===== config.mk =====
export PLATFORM = sky130hd
export DESIGN_NAME = sdram_arbiter_flat
export DESIGN_NICKNAME = d
export VERILOG_FILES = /design/src/rtl/sdram_arbiter_if.sv /design/src/rtl/sdram_arbiter.sv /design/src/flat_wrapper.sv
export SDC_FILE = /design/constraint.sdc
export NUM_CORES = 1
export LEC_CHECK = 0
export BUFFER_PORTS_ARGS = -buffer_cell sky130_fd_sc_hd__buf_2
export CAP_MARGIN = 30
export CORE_UTILIZATION = 40
export CTS_BUF_LIST = sky130_fd_sc_hd__clkbuf_4 sky130_fd_sc_hd__clkbuf_8 sky130_fd_sc_hd__clkbuf_16
export CTS_CLUSTER_DIAMETER = 80
export CTS_CLUSTER_SIZE = 8
export DETAILED_ROUTE_END_ITERATION = 6
export GPL_ROUTABILITY_DRIVEN = 0
export PLACE_DENSITY_LB_ADDON = 0.15
export SETUP_SLACK_MARGIN = 0.02
export SLEW_MARGIN = 10
export SYNTH_ARGS = -nofsm -noshare
export SYNTH_HDL_FRONTEND = slang
export SYNTH_SLANG_ARGS = --single-unit
export TNS_END_PERCENT = 1

===== constraint.sdc =====
create_clock -name S_CLK -period 2.59 [get_ports S_CLK]
set_clock_uncertainty 0.2 [all_clocks]
set_input_delay 0.259 -clock S_CLK [delete_from_list [all_inputs] [get_ports S_CLK]]
set_output_delay 0.259 -clock S_CLK [all_outputs]
set_load 0.03 [all_outputs]

===== src/rtl/sdram_arbiter_if.sv =====
// rtl/sdram_arbiter_if.sv - sequencer-side handshake and command bus for sdram_arbiter
interface sdram_arbiter_if;
    logic        init_end;
    logic [3:0]  init_cmd;
    logic [11:0] init_addr;
    logic        wr_trig;
    logic        rd_trig;
    logic        aref_end;
    logic        wr_end;
    logic        rd_end;
    logic [3:0]  aref_cmd;
    logic [3:0]  wr_cmd;
    logic [3:0]  rd_cmd;
    logic [11:0] aref_addr;
    logic [11:0] wr_addr;
    logic [11:0] rd_addr;
    logic        aref_en;
    logic        wr_en;
    logic        rd_en;
    logic [3:0]  sdram_cmd;
    logic [11:0] sdram_addr;
    logic        ref_overrun;

    modport slave (
        input  init_end, init_cmd, init_addr, wr_trig, rd_trig,
        input  aref_end, wr_end, rd_end,
        input  aref_cmd, wr_cmd, rd_cmd, aref_addr, wr_addr, rd_addr,
        output aref_en, wr_en, rd_en, sdram_cmd, sdram_addr, ref_overrun
    );

    modport master (
        output init_end, init_cmd, init_addr, wr_trig, rd_trig,
        output aref_end, wr_end, rd_end,
        output aref_cmd, wr_cmd, rd_cmd, aref_addr, wr_addr, rd_addr,
        input  aref_en, wr_en, rd_en, sdram_cmd, sdram_addr, ref_overrun
    );
endinterface


===== src/rtl/sdram_arbiter.sv =====
// rtl/sdram_arbiter.sv - SDRAM command-bus scheduler: init gate, refresh timer, single grant
module sdram_arbiter #(
    parameter int         REF_CYCLES = 750,
    parameter logic [3:0] NOP_CMD    = 4'b0111
) (
    input  logic             S_CLK,
    input  logic             S_RST,
    sdram_arbiter_if.slave   bus
);
    localparam int CW = (REF_CYCLES > 1) ? $clog2(REF_CYCLES) : 1;

    typedef enum logic [2:0] {INIT, ARBIT, AREF, WRITE, READ} state_t;

    state_t        r_state;
    logic [CW-1:0] r_ref_cnt;
    logic          r_ref_pend;
    logic          r_wr_pend;
    logic          r_rd_pend;
    logic          r_ref_overrun;

    logic w_wrap;
    logic w_grant_ref;
    logic w_grant_wr;
    logic w_grant_rd;

    assign w_wrap      = (r_state != INIT) && (r_ref_cnt == CW'(REF_CYCLES - 1));
    assign w_grant_ref = (r_state == ARBIT) && r_ref_pend;
    assign w_grant_wr  = (r_state == ARBIT) && !r_ref_pend && r_wr_pend;
    assign w_grant_rd  = (r_state == ARBIT) && !r_ref_pend && !r_wr_pend && r_rd_pend;

    always_ff @(posedge S_CLK) begin
        if (S_RST) begin
            r_state       <= INIT;
            r_ref_cnt     <= '0;
            r_ref_pend    <= 1'b0;
            r_wr_pend     <= 1'b0;
            r_rd_pend     <= 1'b0;
            r_ref_overrun <= 1'b0;
        end else begin
            case (r_state)
                INIT:    if (bus.init_end) r_state <= ARBIT;
                ARBIT: begin
                    if (w_grant_ref)     r_state <= AREF;
                    else if (w_grant_wr) r_state <= WRITE;
                    else if (w_grant_rd) r_state <= READ;
                end
                AREF:    if (bus.aref_end) r_state <= ARBIT;
                WRITE:   if (bus.wr_end)   r_state <= ARBIT;
                READ:    if (bus.rd_end)   r_state <= ARBIT;
                default: r_state <= INIT;
            endcase

            if (r_state == INIT || w_wrap) r_ref_cnt <= '0;
            else                           r_ref_cnt <= r_ref_cnt + CW'(1);

            // A new request always outranks the clear of the flag it targets
            r_ref_pend    <= w_wrap      | (r_ref_pend & ~w_grant_ref);
            r_wr_pend     <= bus.wr_trig | (r_wr_pend  & ~w_grant_wr);
            r_rd_pend     <= bus.rd_trig | (r_rd_pend  & ~w_grant_rd);
            r_ref_overrun <= r_ref_overrun | (w_wrap & r_ref_pend);
        end
    end

    assign bus.aref_en     = (r_state == AREF);
    assign bus.wr_en       = (r_state == WRITE);
    assign bus.rd_en       = (r_state == READ);
    assign bus.ref_overrun = r_ref_overrun;

    always_comb begin
        bus.sdram_cmd  = NOP_CMD;
        bus.sdram_addr = 12'd0;
        case (r_state)
            INIT: begin
                bus.sdram_cmd  = bus.init_cmd;
                bus.sdram_addr = bus.init_addr;
            end
            AREF: begin
                bus.sdram_cmd  = bus.aref_cmd;
                bus.sdram_addr = bus.aref_addr;
            end
            WRITE: begin
                bus.sdram_cmd  = bus.wr_cmd;
                bus.sdram_addr = bus.wr_addr;
            end
            READ: begin
                bus.sdram_cmd  = bus.rd_cmd;
                bus.sdram_addr = bus.rd_addr;
            end
            default: begin
                bus.sdram_cmd  = NOP_CMD;
                bus.sdram_addr = 12'd0;
            end
        endcase
    end
endmodule


===== src/flat_wrapper.sv =====
// flat-port wrapper written by rule: the top's interface ports become plain ports
module sdram_arbiter_flat 
#(
    parameter int         REF_CYCLES = 750,
    parameter logic [3:0] NOP_CMD    = 4'b0111
)
  (S_CLK, S_RST, bus_init_end, bus_init_cmd, bus_init_addr, bus_wr_trig, bus_rd_trig, bus_aref_end, bus_wr_end, bus_rd_end, bus_aref_cmd, bus_wr_cmd, bus_rd_cmd, bus_aref_addr, bus_wr_addr, bus_rd_addr, bus_aref_en, bus_wr_en, bus_rd_en, bus_sdram_cmd, bus_sdram_addr, bus_ref_overrun);
  sdram_arbiter_if bus_i ();
  input  logic S_CLK;
  input  logic S_RST;
  input wire logic [$bits(bus_i.init_end)-1:0] bus_init_end;
  input wire logic [$bits(bus_i.init_cmd)-1:0] bus_init_cmd;
  input wire logic [$bits(bus_i.init_addr)-1:0] bus_init_addr;
  input wire logic [$bits(bus_i.wr_trig)-1:0] bus_wr_trig;
  input wire logic [$bits(bus_i.rd_trig)-1:0] bus_rd_trig;
  input wire logic [$bits(bus_i.aref_end)-1:0] bus_aref_end;
  input wire logic [$bits(bus_i.wr_end)-1:0] bus_wr_end;
  input wire logic [$bits(bus_i.rd_end)-1:0] bus_rd_end;
  input wire logic [$bits(bus_i.aref_cmd)-1:0] bus_aref_cmd;
  input wire logic [$bits(bus_i.wr_cmd)-1:0] bus_wr_cmd;
  input wire logic [$bits(bus_i.rd_cmd)-1:0] bus_rd_cmd;
  input wire logic [$bits(bus_i.aref_addr)-1:0] bus_aref_addr;
  input wire logic [$bits(bus_i.wr_addr)-1:0] bus_wr_addr;
  input wire logic [$bits(bus_i.rd_addr)-1:0] bus_rd_addr;
  output wire logic [$bits(bus_i.aref_en)-1:0] bus_aref_en;
  output wire logic [$bits(bus_i.wr_en)-1:0] bus_wr_en;
  output wire logic [$bits(bus_i.rd_en)-1:0] bus_rd_en;
  output wire logic [$bits(bus_i.sdram_cmd)-1:0] bus_sdram_cmd;
  output wire logic [$bits(bus_i.sdram_addr)-1:0] bus_sdram_addr;
  output wire logic [$bits(bus_i.ref_overrun)-1:0] bus_ref_overrun;
  assign bus_i.init_end = bus_init_end;
  assign bus_i.init_cmd = bus_init_cmd;
  assign bus_i.init_addr = bus_init_addr;
  assign bus_i.wr_trig = bus_wr_trig;
  assign bus_i.rd_trig = bus_rd_trig;
  assign bus_i.aref_end = bus_aref_end;
  assign bus_i.wr_end = bus_wr_end;
  assign bus_i.rd_end = bus_rd_end;
  assign bus_i.aref_cmd = bus_aref_cmd;
  assign bus_i.wr_cmd = bus_wr_cmd;
  assign bus_i.rd_cmd = bus_rd_cmd;
  assign bus_i.aref_addr = bus_aref_addr;
  assign bus_i.wr_addr = bus_wr_addr;
  assign bus_i.rd_addr = bus_rd_addr;
  assign bus_aref_en = bus_i.aref_en;
  assign bus_wr_en = bus_i.wr_en;
  assign bus_rd_en = bus_i.rd_en;
  assign bus_sdram_cmd = bus_i.sdram_cmd;
  assign bus_sdram_addr = bus_i.sdram_addr;
  assign bus_ref_overrun = bus_i.ref_overrun;
  sdram_arbiter #(.REF_CYCLES(REF_CYCLES), .NOP_CMD(NOP_CMD)) u_core (.S_CLK(S_CLK), .S_RST(S_RST), .bus(bus_i));
endmodule

==> metrics.cfg <==
[run_status]
status = finished, final reports clean

[yosys]
synth_cell_types = 39
synth_nets = 266
syn_inst = 192
yosysWarnings = 0
avgSynthCellArea_um2 = 7.08
ys_seq_area_share_pct = 25.0
synth-seq-cells = 17
synth-async-reset-ratio_pct = 0
synth_top_flop_cell = dfxtp_1
synth_edf_count = 0
syn_area_um2 = 1360

[final_layout]
layoutNonFillerInstCount = 325
register_area_um2 = 340
layout_common_cells = buf_2 (91), nor2_1 (26), a21oi_1 (23)
fin_nets = 356
drive_gt1_share_pct = 37.7
fillers = 316
layout_commonest_cell = buf_2
multi_input_area_um2 = 913
diodes = 0
area_delta_synth_final_pct = 38.2

[route]
firstDrtPassIters = 4
postRouteWirelength_um = 3800
drt-initial-drc-count = 135
dr_total_vias = 1649
drc = 0
viasPerCell = 5.07
detail-route-antenna-nets = 0
wl_per_cell_um = 11.7

[sta]
fin_tns_setup_ps = 0
slew_headroom_pct = 67.1
hold_viol = 0
finalCritPeriodShare_pct = 94.0
rsz0062_at_grt = no
finalSetupViolCount = 0
timing.final.crit_period_ps = 2430
fmax_mhz = 411
tightest_slew_ps = 492
slew_viol_final = 0

[setup_path]
critical_path_class = flop to output port
slowest_delay_ps = 470
critPathArrivalTime_ps = 1980
crit_buf_inv = 2
crit_path_end_kind = output port
required_ps = 2130
critical_path.max_fanout = 14
path_delay_family = simple AND/OR/NAND/NOR gates
worstPathCellList = or2_1 -> or2_1 -> inv_2 -> nand2_1 -> o21ai_0 -> buf_2
cpMostUsedCell = or2_1
slowest_stage = dfxtp_1
start_kind = flop

[pwr]
power_density_nw_per_um2 = 463
power_mw = 0.870
p_leak_nw = 0.832
ir_worst_vdd_mv = 0.251

[clock_network]
clk_pin_slew_ps = 100
clk-insertion-delay-late_ps = 290
cts_tree = built
root_buffer = clkbuf_4
cts_inserted_buffers = 3
h-tree-depth = 1
cts_buffer_depth = 2
cts_sinks = 17

[global_routing]
grtUsageTotal_pct = 19.4
grt_pass1_vias = 1348
grt-ovfl-total = 0
grt_antenna_before_repair = 0
grt_max_degree = 19
grt_pass1_wl_um = 5430

[floorplanning]
dieArea_um2 = 3630
fp-row-count = 20
die_h_um = 60.3
core_area_um2 = 3130
die_x_um = 60.3
start_util_pct = 43.4
ios = 92

[placed_design]
hpwl_um = 3030
dp_cells = 319
port_buffers = 91

[flow_run]
maxCapViolations = 0

[worst_hold_path]
hold_path_class = input pin to flop

==> final timing paths <==
kind,depth (start not counted),endpoint,slack [ps],from
max,6,bus_sdram_addr[6],160,u_core.r_state[1]$_SDFFE_PP0P_
min,2,u_core.r_wr_pend$_SDFF_PP0_,50,S_RST
max reg2reg,5,u_core.r_state[0]$_SDFFE_PP0P_,720,u_core.r_state[1]$_SDFFE_PP0P_
min reg2reg,2,u_core.bus.ref_overrun$_SDFF_PP0_,260,u_core.bus.ref_overrun$_SDFF_PP0_
==> Yosys cell counts, types with 2 or more instances <==
master | count | share of area, %
nand3_1 | 4 | 1.5
o22a_1 | 2 | 1.3
dfxtp_1 | 17 | 25
buf_2 | 4 | 1.5
a31oi_1 | 5 | 2.3
nor3_1 | 5 | 1.8
o22ai_1 | 3 | 1.4
a21oi_1 | 23 | 8.5
ha_1 | 2 | 1.8
clkbuf_1 | 5 | 1.4
nand2b_1 | 4 | 1.8
mux2_2 | 2 | 1.7
nor2_1 | 26 | 7.2
o21ai_0 | 19 | 7.0
mux2i_1 | 15 | 11
inv_1 | 8 | 2.2
and3_1 | 2 | 0.92
and2_1 | 2 | 0.92
or2_1 | 2 | 0.92
nand2_1 | 19 | 5.2
buf_6 | 3 | 2.5
a311oi_1 | 3 | 1.9
==> state kept, by name, indices dropped and copies added (netlist names) <==
name / cells
u_core.r_wr_pend: 1
u_core.bus.ref_overrun: 1
u_core.r_state: 3
u_core.r_ref_pend: 1
u_core.r_rd_pend: 1
u_core.r_ref_cnt: 10
==> per-layer routing <==
layer	part of all wire, %	wire length [um]	GRT usage (%)
met1	42	1580	23.0
met2	50	1900	35.6
met3	6.8	259	1.73
met4	1.6	61	6.98
met5	0	0	0
==> report_power, final <==
group          internal (mW)  switching, mW
Sequential             0.273         0.0248
Combinational          0.171          0.250
Clock                 0.0703         0.0797
==> final cells by class <==
type                       instances  area share, %
inverter                           9           1.80
clock buffer                       4           1.60
timing repair buffer              97           26.9
sequential                        17           18.1
multi-input combinational        154           48.6
tap                               44           2.93
==> through the flow <==
stage	util, %	cell area, um2	hold slack, ps	worst slack [ps]
3_5_place_dp	58.4	1830	260	437
2_1_floorplan	-	1360	176	485
5_1_grt	60.0	1880	58.3	46.8
4_1_cts	60.0	1880	37.2	111
6_report	60.0	1880	47.3	156
3_3_place_gp	58.4	1830	250	471
==> what timing repair did <==
| item | CTS | global route |
|---|---|---|
| hold buffers | 2 | 0 |
| endpoints found under the setup margin | 0 | 3 |
| buffers inserted | 0 | 0 |
| resized for setup | 0 | 1 |
| endpoints found under the hold margin | 2 | 0 |
==> logic make-up (layout without fill, tap and decap cells) <==
group	Yosys count	after routing	synth area share, %
AND/OR/NAND/NOR	73	73	26.1
adder cells (fa/ha/maj)	2	2	1.84
multiplexers	17	17	12.7
AO/OA/AOI/OAI	61	61	25.9
XOR/XNOR	1	1	0.645
flip-flops	17	17	25.0
buffers and inverters	21	110	7.83
No activity file was read; power rests on OpenSTA's default activity.
